--- src/rtl/zxuno_uart_pkg.sv ---
// Shared types and constants for the ZX-Uno UART transmitter.
// Defining ZXUNO_UART_TX_PARITY_EN adds the PARITY state and an even-parity bit (8E1).
package zxuno_uart_pkg;

  localparam int DEFAULT_DIVISOR = 28;
  localparam int DEFAULT_FIFO_AW = 4;
  localparam int DATA_BITS       = 8;

`ifdef ZXUNO_UART_TX_PARITY_EN
  localparam int PARITY_BITS = 1;
  typedef enum logic [2:0] {IDLE, START, DATA, PARITY, STOP} tx_state_e;
`else
  localparam int PARITY_BITS = 0;
  typedef enum logic [2:0] {IDLE, START, DATA, STOP} tx_state_e;
`endif

  // start + data + optional parity + stop
  localparam int FRAME_BITS = 1 + DATA_BITS + PARITY_BITS + 1;

endpackage

--- src/rtl/uart_tx_fifo.sv ---
// Transmit FIFO: synchronously written RAM, head word always visible on rd_data,
// registered empty/full flags derived from an AW+1 bit occupancy counter.
module uart_tx_fifo #(
  parameter int AW = 4,
  parameter int DW = 8
) (
  input  logic          clk_bus,
  input  logic          reset_n,
  input  logic          wr_en,
  input  logic [DW-1:0] wr_data,
  input  logic          rd_en,
  output logic [DW-1:0] rd_data,
  output logic          empty,
  output logic          full
);

  localparam int DEPTH = 2 ** AW;
  localparam logic [AW:0] FULL_COUNT = {1'b1, {AW{1'b0}}};

  logic [DW-1:0] mem_q [DEPTH];
  logic [AW-1:0] wr_ptr_q, wr_ptr_d;
  logic [AW-1:0] rd_ptr_q, rd_ptr_d;
  logic [AW:0]   count_q, count_d;
  logic          empty_q, empty_d;
  logic          full_q, full_d;
  logic          do_wr, do_rd;

  // Flags are qualified with the registered state, so a write into a full FIFO
  // is dropped even when a pop happens on the same edge.
  always_comb begin
    do_wr    = wr_en & ~full_q;
    do_rd    = rd_en & ~empty_q;
    wr_ptr_d = wr_ptr_q + {{(AW-1){1'b0}}, do_wr};
    rd_ptr_d = rd_ptr_q + {{(AW-1){1'b0}}, do_rd};
    count_d  = count_q + {{AW{1'b0}}, do_wr} - {{AW{1'b0}}, do_rd};
    empty_d  = (count_d == '0);
    full_d   = (count_d == FULL_COUNT);
  end

  always_ff @(posedge clk_bus) begin
    if (do_wr) mem_q[wr_ptr_q] <= wr_data;
  end

  always_ff @(posedge clk_bus or negedge reset_n) begin
    if (!reset_n) begin
      wr_ptr_q <= '0;
      rd_ptr_q <= '0;
      count_q  <= '0;
      empty_q  <= 1'b1;
      full_q   <= 1'b0;
    end else begin
      wr_ptr_q <= wr_ptr_d;
      rd_ptr_q <= rd_ptr_d;
      count_q  <= count_d;
      empty_q  <= empty_d;
      full_q   <= full_d;
    end
  end

  assign rd_data = mem_q[rd_ptr_q];
  assign empty   = empty_q;
  assign full    = full_q;

endmodule

--- src/rtl/zxuno_uart_tx.sv ---
// ZX-Uno UART transmitter: FIFO-fed 8N1 serialiser with registered txd.
// Defining ZXUNO_UART_TX_PARITY_EN switches the frame to 8E1.
module zxuno_uart_tx
  import zxuno_uart_pkg::*;
#(
  parameter int DIVISOR = DEFAULT_DIVISOR,
  parameter int FIFO_AW = DEFAULT_FIFO_AW
) (
  input  logic       clk_bus,
  input  logic       reset_n,
  input  logic [7:0] tx_data,
  input  logic       tx_req,
  output logic       txd,
  output logic       tx_full,
  output logic       tx_empty,
  output logic       tx_busy
);

  localparam logic [15:0] BIT_RELOAD = 16'(DIVISOR - 1);

  tx_state_e   state_q, state_d;
  logic        txd_q, txd_d;
  logic [7:0]  shift_q, shift_d;
  logic [2:0]  bit_cnt_q, bit_cnt_d;
  logic [15:0] baud_cnt_q, baud_cnt_d;
  logic        bit_done;
  logic        pop;
  logic [7:0]  fifo_data;
  logic        fifo_empty, fifo_full;
`ifdef ZXUNO_UART_TX_PARITY_EN
  logic        parity_q, parity_d;
`endif

  uart_tx_fifo #(.AW(FIFO_AW), .DW(8)) u_fifo (
    .clk_bus (clk_bus),
    .reset_n (reset_n),
    .wr_en   (tx_req),
    .wr_data (tx_data),
    .rd_en   (pop),
    .rd_data (fifo_data),
    .empty   (fifo_empty),
    .full    (fifo_full)
  );

  assign bit_done = (baud_cnt_q == 16'd0);

  always_comb begin
    state_d    = state_q;
    txd_d      = txd_q;
    shift_d    = shift_q;
    bit_cnt_d  = bit_cnt_q;
    baud_cnt_d = baud_cnt_q;
    pop        = 1'b0;
`ifdef ZXUNO_UART_TX_PARITY_EN
    parity_d   = parity_q;
`endif
    if (state_q != IDLE) baud_cnt_d = bit_done ? BIT_RELOAD : baud_cnt_q - 16'd1;

    case (state_q)
      IDLE: begin
        txd_d = 1'b1;
        if (!fifo_empty) begin
          pop        = 1'b1;
          shift_d    = fifo_data;
`ifdef ZXUNO_UART_TX_PARITY_EN
          parity_d   = ^fifo_data;
`endif
          bit_cnt_d  = 3'd0;
          baud_cnt_d = BIT_RELOAD;
          txd_d      = 1'b0;
          state_d    = START;
        end
      end
      START: begin
        if (bit_done) begin
          txd_d   = shift_q[0];
          shift_d = {1'b0, shift_q[7:1]};
          state_d = DATA;
        end
      end
      // bit_cnt_q numbers the data bit currently on the line
      DATA: begin
        if (bit_done) begin
          if (bit_cnt_q == 3'd7) begin
`ifdef ZXUNO_UART_TX_PARITY_EN
            txd_d   = parity_q;
            state_d = PARITY;
`else
            txd_d   = 1'b1;
            state_d = STOP;
`endif
          end else begin
            bit_cnt_d = bit_cnt_q + 3'd1;
            txd_d     = shift_q[0];
            shift_d   = {1'b0, shift_q[7:1]};
          end
        end
      end
`ifdef ZXUNO_UART_TX_PARITY_EN
      PARITY: begin
        if (bit_done) begin
          txd_d   = 1'b1;
          state_d = STOP;
        end
      end
`endif
      STOP: begin
        if (bit_done) begin
          if (!fifo_empty) begin
            pop       = 1'b1;
            shift_d   = fifo_data;
`ifdef ZXUNO_UART_TX_PARITY_EN
            parity_d  = ^fifo_data;
`endif
            bit_cnt_d = 3'd0;
            txd_d     = 1'b0;
            state_d   = START;
          end else begin
            txd_d   = 1'b1;
            state_d = IDLE;
          end
        end
      end
      default: begin
        txd_d   = 1'b1;
        state_d = IDLE;
      end
    endcase
  end

  always_ff @(posedge clk_bus or negedge reset_n) begin
    if (!reset_n) begin
      state_q    <= IDLE;
      txd_q      <= 1'b1;
      shift_q    <= '0;
      bit_cnt_q  <= '0;
      baud_cnt_q <= '0;
`ifdef ZXUNO_UART_TX_PARITY_EN
      parity_q   <= 1'b0;
`endif
    end else begin
      state_q    <= state_d;
      txd_q      <= txd_d;
      shift_q    <= shift_d;
      bit_cnt_q  <= bit_cnt_d;
      baud_cnt_q <= baud_cnt_d;
`ifdef ZXUNO_UART_TX_PARITY_EN
      parity_q   <= parity_d;
`endif
    end
  end

  assign txd      = txd_q;
  assign tx_full  = fifo_full;
  assign tx_empty = fifo_empty;
  assign tx_busy  = (state_q != IDLE) | ~fifo_empty;

endmodule

--- config.mk ---
export PLATFORM = sky130hd
export DESIGN_NAME = zxuno_uart_tx
export DESIGN_NICKNAME = d
export VERILOG_FILES = /design/src/rtl/zxuno_uart_pkg.sv /design/src/rtl/uart_tx_fifo.sv /design/src/rtl/zxuno_uart_tx.sv
export SDC_FILE = /design/constraint.sdc
export NUM_CORES = 1
export LEC_CHECK = 0
export CAP_MARGIN = 0
export CORE_ASPECT_RATIO = 0.8
export CORE_MARGIN = 5
export CORE_UTILIZATION = 50
export CTS_BUF_LIST = sky130_fd_sc_hd__clkbuf_4 sky130_fd_sc_hd__clkbuf_8
export DETAILED_ROUTE_END_ITERATION = 8
export PLACE_DENSITY = 0.69
export SYNTH_ARGS = -nofsm -noshare
export SYNTH_HDL_FRONTEND = slang
export SYNTH_SLANG_ARGS = --single-unit
--- constraint.sdc ---
create_clock -name clk_bus -period 3.41 [get_ports clk_bus]
set_input_delay 0.682 -clock clk_bus [delete_from_list [all_inputs] [get_ports clk_bus]]
set_output_delay 0.682 -clock clk_bus [all_outputs]
set_load 0.02 [all_outputs]
Yosys cells after proc, flatten, opt, wreduce, memory -nomap -nowiden

Memories as Yosys holds them, arrays and structs flattened.
Cells that the tools add are included.

Output and inout bits: 4
Word-level logic and storage cells: 76
Flip-flop bits (word level): 46
Memories kept: 1
Input port bits: 11
Bits in writable memories: 128

Memory list:

| name         | depth | bits a word | read ports | clocked after Yosys merged registers in | write ports | RTL line           | RTL |
|---|---|---|---|---|---|---|---|
| u_fifo.mem_q | 16    | 8           | 1          | 0                                       | 1           | uart_tx_fifo.sv:20 | `logic [DW-1:0] mem_q [DEPTH];` |

Add/sub/neg operators: 6
Eq/ne operators: 11
Bitwise operators: 5
Reduce and logical (&&, ||, !) cells: 10
Multiplexer cells: 33

Operator list:

| cell                                                                 | number |
|---|---|
| 16-bit 2-to-1 mux                                                    | 4 |
| 8-bit 2-to-1 mux                                                     | 5 |
| 8-bit one-hot mux with 4 select lines                                | 1 |
| 3-bit 2-to-1 mux                                                     | 9 |
| 16-bit zero test                                                     | 1 |
| 16-bit by 1-bit subtractor with 16-bit output, second input constant | 1 |
| 2-bit != test, second input constant                                 | 6 |
| 3-bit one-hot mux with 4 select lines                                | 1 |
| 1-bit 2-to-1 mux                                                     | 10 |
| 5-bit AND reduction                                                  | 2 |
| 3-bit one-hot mux with 3 select lines                                | 1 |
| 4-bit by 1-bit adder with 4-bit output                               | 2 |
| 3-bit by 2-bit == test with 1-bit output, second input constant      | 2 |
| 3-bit nonzero test                                                   | 2 |
| 5-bit by 1-bit adder with 5-bit output                               | 1 |
| 5-bit == test, second input constant                                 | 1 |
| 5-bit zero test                                                      | 1 |
| 5-bit by 1-bit subtractor with 5-bit output                          | 1 |
| 1-bit one-hot mux with 4 select lines                                | 1 |
| 4-bit AND reduction                                                  | 1 |
| 4-bit nonzero test                                                   | 1 |
| 3-bit by 1-bit adder with 3-bit output, second input constant        | 1 |
| 3-bit by 1-bit == test with 1-bit output, second input constant      | 1 |
| 3-bit == test, second input constant                                 | 1 |
| 6 further kinds                                                      | 8 |

Longest topological paths before layout

Depth in word-level cells: 6
Gate-level depth with buffers: 17
Mapped depth without buffers: 17

Hierarchy

A second synthesis with hierarchy kept.

Cells, all modules: 452
Area, all modules: 7374.6 um^2

Modules (own cells, without submodules):

| module        | area an instance (um^2) | instances | sequential area each (um^2) | cells an instance |
|---|---|---|---|---|
| uart_tx_fifo  | 5646.7                  | 1         | 4220.3                      | 276 |
| zxuno_uart_tx | 1727.9                  | 1         | 752.0                       | 176 |

Worst setup path before layout

Ideal clock, no wire load.

Path kind: register -> register
Start point: reg baud_cnt_q[0]
End point: reg u_fifo.full_q, in the netlist u_fifo.full
Library setup time: 73 ps
Arrival: 3122 ps
Clock period less this slack: 3195 ps
Required time: 3337 ps
Slack: 215 ps
Cell stages (with the launch flop): 16
Buffers on the path: 0
Cells stage by stage: dfrtp_1 > inv_1 > ha_1 > nor3b_2 > nand4_1 > nor2_1 > a21oi_1 > nor3_1 > ha_1 > inv_1 > ha_1 > inv_1 > fa_1 > inv_1 > or4_1 > nor2b_1

Longest elaborated chain between the ends: 6

RTL lines:

| item                                        | RTL line             | RTL |
|---|---|---|
| from (decl)                                 | zxuno_uart_tx.sv:25  | `logic [15:0] baud_cnt_q, baud_cnt_d;` |
| from (signal assigned)                      | zxuno_uart_tx.sv:146 | `baud_cnt_q <= baud_cnt_d;` |
| 16-bit zero test                            | zxuno_uart_tx.sv:45  | `assign bit_done = (baud_cnt_q == 16'd0);` |
| 1-bit 2-to-1 mux                            | zxuno_uart_tx.sv:108 | `if (bit_done) begin` |
| 1-bit one-hot mux with 2 select lines       | zxuno_uart_tx.sv:59  | `case (state_q)` |
| 1-bit AND                                   | uart_tx_fifo.sv:32   | `do_rd = rd_en & ~empty_q;` |
| 5-bit by 1-bit subtractor with 5-bit output | uart_tx_fifo.sv:35   | `count_d = count_q + {{AW{1'b0}}, do_wr} - {{AW{1'b0}}, do_rd};` |
| via u_fifo.count_d[1]                       | uart_tx_fifo.sv:23   | `logic [AW:0] count_q, count_d;` |
| 5-bit == test                               | uart_tx_fifo.sv:37   | `full_d = (count_d == FULL_COUNT);` |
| via u_fifo.full_d                           | uart_tx_fifo.sv:25   | `logic full_q, full_d;` |
| to (signal assigned)                        | uart_tx_fifo.sv:56   | `full_q <= full_d;` |
| to (decl)                                   | uart_tx_fifo.sv:25   |  |

The timed path passes the listed nets, and every way through them passes these cells.
A chain may end at the register's enable or synchronous reset.

Worst setup path after layout

Start point: reg baud_cnt_q[1]
End point: reg u_fifo.full_q, in the netlist u_fifo.full

The elaborated chain is that of the path after synthesis.

==> metrics.txt <==
TritonCTS clock tree built; aggregate global routing overflow 0; Tot GR Track Use between 15 and 20%; First DRT Iteration DRCs roughly 310; count of input and output buffers 14; number of clock buffers inserted by TritonCTS 17; overall die area between 15000 and 20000 sq um; CTS Hold Buffers Added 0; number of antenna violations at the first check in global routing 0; Yosys warning count 0; cells along the critical path inv_2, ha_4, nor3b_4, nand4_1, nor2_2, a21oi_2, nor3_4, ha_1, inv_1, ha_2, inv_1, fa_1, inv_2, or4_4, nor2b_1; number of cells traversed by the worst register-to-register path 15; Setup CP Type reg -> reg; vias in the first global route roughly 4300; final HPWL from detailed placement a little under 10 mm; Design Power approximately 0.0047 W; Max Clk Rate roughly 0.31 GHz; Mapped Area around 7400 sq um; Main synth FF type edfxtp_1; Post-Syn Instances 512; Site Rows 39; pin slew with the least headroom to its limit between 1000 and 1500 ps; drc violations 0; die width between 100 and 150 um; Worst Skew about 10 ps; CTS root buf clkbuf_8; wire length of the first global-routing pass around 23 mm; number of inserted diodes 0; area overhead of the layout relative to synthesis 12.5%; CTS max path bufs 2; worst vdd rail ir drop about 0.43 mV; total of flip-flops plus latches after synthesis between 150 and 200; layout cell share with drive strength beyond 1 about a fifth; cell count along the critical path 15; number of enable flip-flop cells after synthesis roughly 130; clock latency at the later pin of the worst-skew pair ~450 ps; share of synthesized area occupied by flip-flops and latches between 60% and 70%; number of top-level design ports 15; critical path launch point type register; endpoints failing setup 0; Final Max Slew Viols 0; post-detailed-route via-to-cell ratio around 5.8; Max-slew headroom 31.4%; post-route minimum period approximately 3200 ps; kind of path behind the tightest hold check in -> async; Avg Cell Area, Syn 14.5 sq um; largest fanout on the critical path 4; share of the clock period used by the worst path after layout a little over nine tenths; share of synthesized registers carrying an async set or reset a little over a quarter; critical path endpoint category register; number of buffer and inverter instances along the worst setup path 4; number of max-capacitance violations reported 0; maximum number of pins on one net before global-route repair 46; sink count of the clock tree roughly 170; total count of hold-check failures in the final report 0; Power Dens Cells roughly 560 nW/um^2; RSZ-0062 raised after global routing yes; endpoint arrival time on the critical path 3620 ps; number of filler instances in the final layout between 1000 and 1500; Static Leakage about 3.3 nW; largest incremental delay on the critical path between 500 and 600 ps; routed length per instance 19.3 um; Crit path max-delay family simple AND/OR/NAND/NOR gates; CTS clk-pin slew, worst paths approximately 90 ps; Worst Setup SP baud_cnt_q[1]; die extent in y 119 um; Post-Syn Nets 540; Critical R2R Launch baud_cnt_q[1]; post-route worst hold slack 410 ps; Core Util, Final about 58%; remaining number of nets flagged by the antenna check after routing 0; CP max stage cell or4_4; number of library cell types mapped by synthesis slightly below 60; result of the run complete, no violations; Final GP Congestion a little over 0.8; Max H-tree Level 4; worst endpoint required time approximately 3800 ps; vias post-DR around 4400; Total Nets Final around 590; starting density of the core 51.5%; core area 14400 sq um; DRT Wirelength around 15 mm; number of optimization iterations in the first detailed-route pass 5
==> metal layers <==
layer	global-route usage (%)	up-vias	routed length, um
li1	-	2067	-
met1	25.4	2186	6970
met2	25.8	87	6730
met3	3.83	16	618
met4	4.88	0	211
met5	0	-	0
==> Yosys cell counts, types with 4 or more instances <==
cell type  count  share of area, %
inv_1         19              0.96
a22oi_1        8              0.81
a211oi_1       8              0.81
mux4_2         5               1.5
nand3_1        5              0.34
dfrtp_1       43                14
nor3_1        11              0.74
mux2_2        15               2.3
nand2_1       18              0.91
nor2b_1       11              0.93
nand2b_1       4              0.34
nor2_1        30               1.5
o21ai_0       12              0.81
nand3b_1       5              0.50
o22ai_1        8              0.67
a221oi_1       8              0.94
nor4_1         4              0.34
ha_1          16               2.7
and2_1         5              0.42
mux2i_1       36               4.8
a31oi_1       12               1.0
edfxtp_1     128                52
clkbuf_1      11              0.56
a21oi_1       21               1.4
or3_1          4              0.34
nand4b_1       7              0.82
buf_4          5              0.50
xnor2_1        7              0.82
==> kinds of logic after synthesis <==
kind of cell    after synthesis  share of synthesized area (%)
simple gates                125                           9.73
mux                          56                           8.63
buf+inv                      39                           2.37
flops                       173                           66.9
fa+ha+maj                    17                           2.96
compound gates               93                           8.36
xor+xnor                      9                           1.06
==> per-stage QoR <==
stage	area, sq um	cells	setup TNS [ps]	setup WS, ps
4_1_cts	8320	752	0	7.73
6_report	8360	754	0	176
3_5_place_dp	7900	716	-246	-125
5_1_grt	8360	754	-135	-69.1
3_3_place_gp	7900	716	0	35.3
2_1_floorplan	7430	512	0	215
==> what timing repair did <==
| action | 4_1_cts | 5_1_grt |
|---|---|---|
| pin swaps | 3 | 6 |
| setup endpoints to repair | 2 | 3 |
| setup buffers | 4 | 2 |
| resized for setup | 3 | 10 |
==> sequential cells by signal, indices dropped and copies added (netlist names) <==
name and cells:
u_fifo.empty 1, shift_q 8, u_fifo.wr_ptr_q 4, u_fifo.mem_q 128
bit_cnt_q 3, u_fifo.rd_ptr_q 4, u_fifo.count_q 5, baud_cnt_q 16
txd 1, state_q 2, u_fifo.full 1
==> area by class of cell <==
class	count	area, sq um	share of cell area (%)
Clock inverter	15	134	1.60
Inverter	19	71.3	0.853
Clock buffer	17	234	2.80
Timing Repair Buffer	46	388	4.64
Multi-Input combinational cell	300	2330	27.9
Sequential cell	173	4970	59.5
Tap cell	184	230	2.75
==> report_power, final <==
part           switching [W]  total, W  internal [W]
combinational       0.000385  0.000676      0.000290
clock               0.000755   0.00134      0.000589
sequential          0.000116   0.00264       0.00252
==> worst paths after layout <==
| check | endpoint | slack, ps |
|---|---|---|
| worst max-delay path | u_fifo.full | 180 |
| worst min register to register | baud_cnt_q[5] | 530 |
| min in group clk_bus | baud_cnt_q[5] | 530 |
| worst min-delay path | baud_cnt_q[11] | 410 |
| worst max register to register | u_fifo.full | 180 |
| max in group asynchronous | u_fifo.rd_ptr_q[0] | 2300 |
==> cells in the final DEF, fill, tap and decap left out, types with 3 or more instances in the layout <==
cell type	n
nor2_1	28
clkdlybuf4s50_1	13
o21ai_0	12
a21oi_1	20
nand2_1	18
or3_1	4
inv_6	5
o31ai_1	3
clkinv_2	5
and3_2	3
a221oi_1	8
nor3b_1	3
and2_1	5
buf_4	31
nand2b_1	4
edfxtp_1	128
mux2i_1	36
mux2_2	15
dfrtp_1	42
mux4_2	5
inv_1	16
nor3_1	10
inv_2	3
a22oi_1	8
clkbuf_8	17
xnor2_1	7
nand3b_1	5
ha_1	14
o22ai_1	8
nand3_1	5
nor2b_1	11
a211oi_1	8
nor4_1	4
a31oi_1	12
nand4b_1	7
No activity file was read; power rests on OpenSTA's default activity.
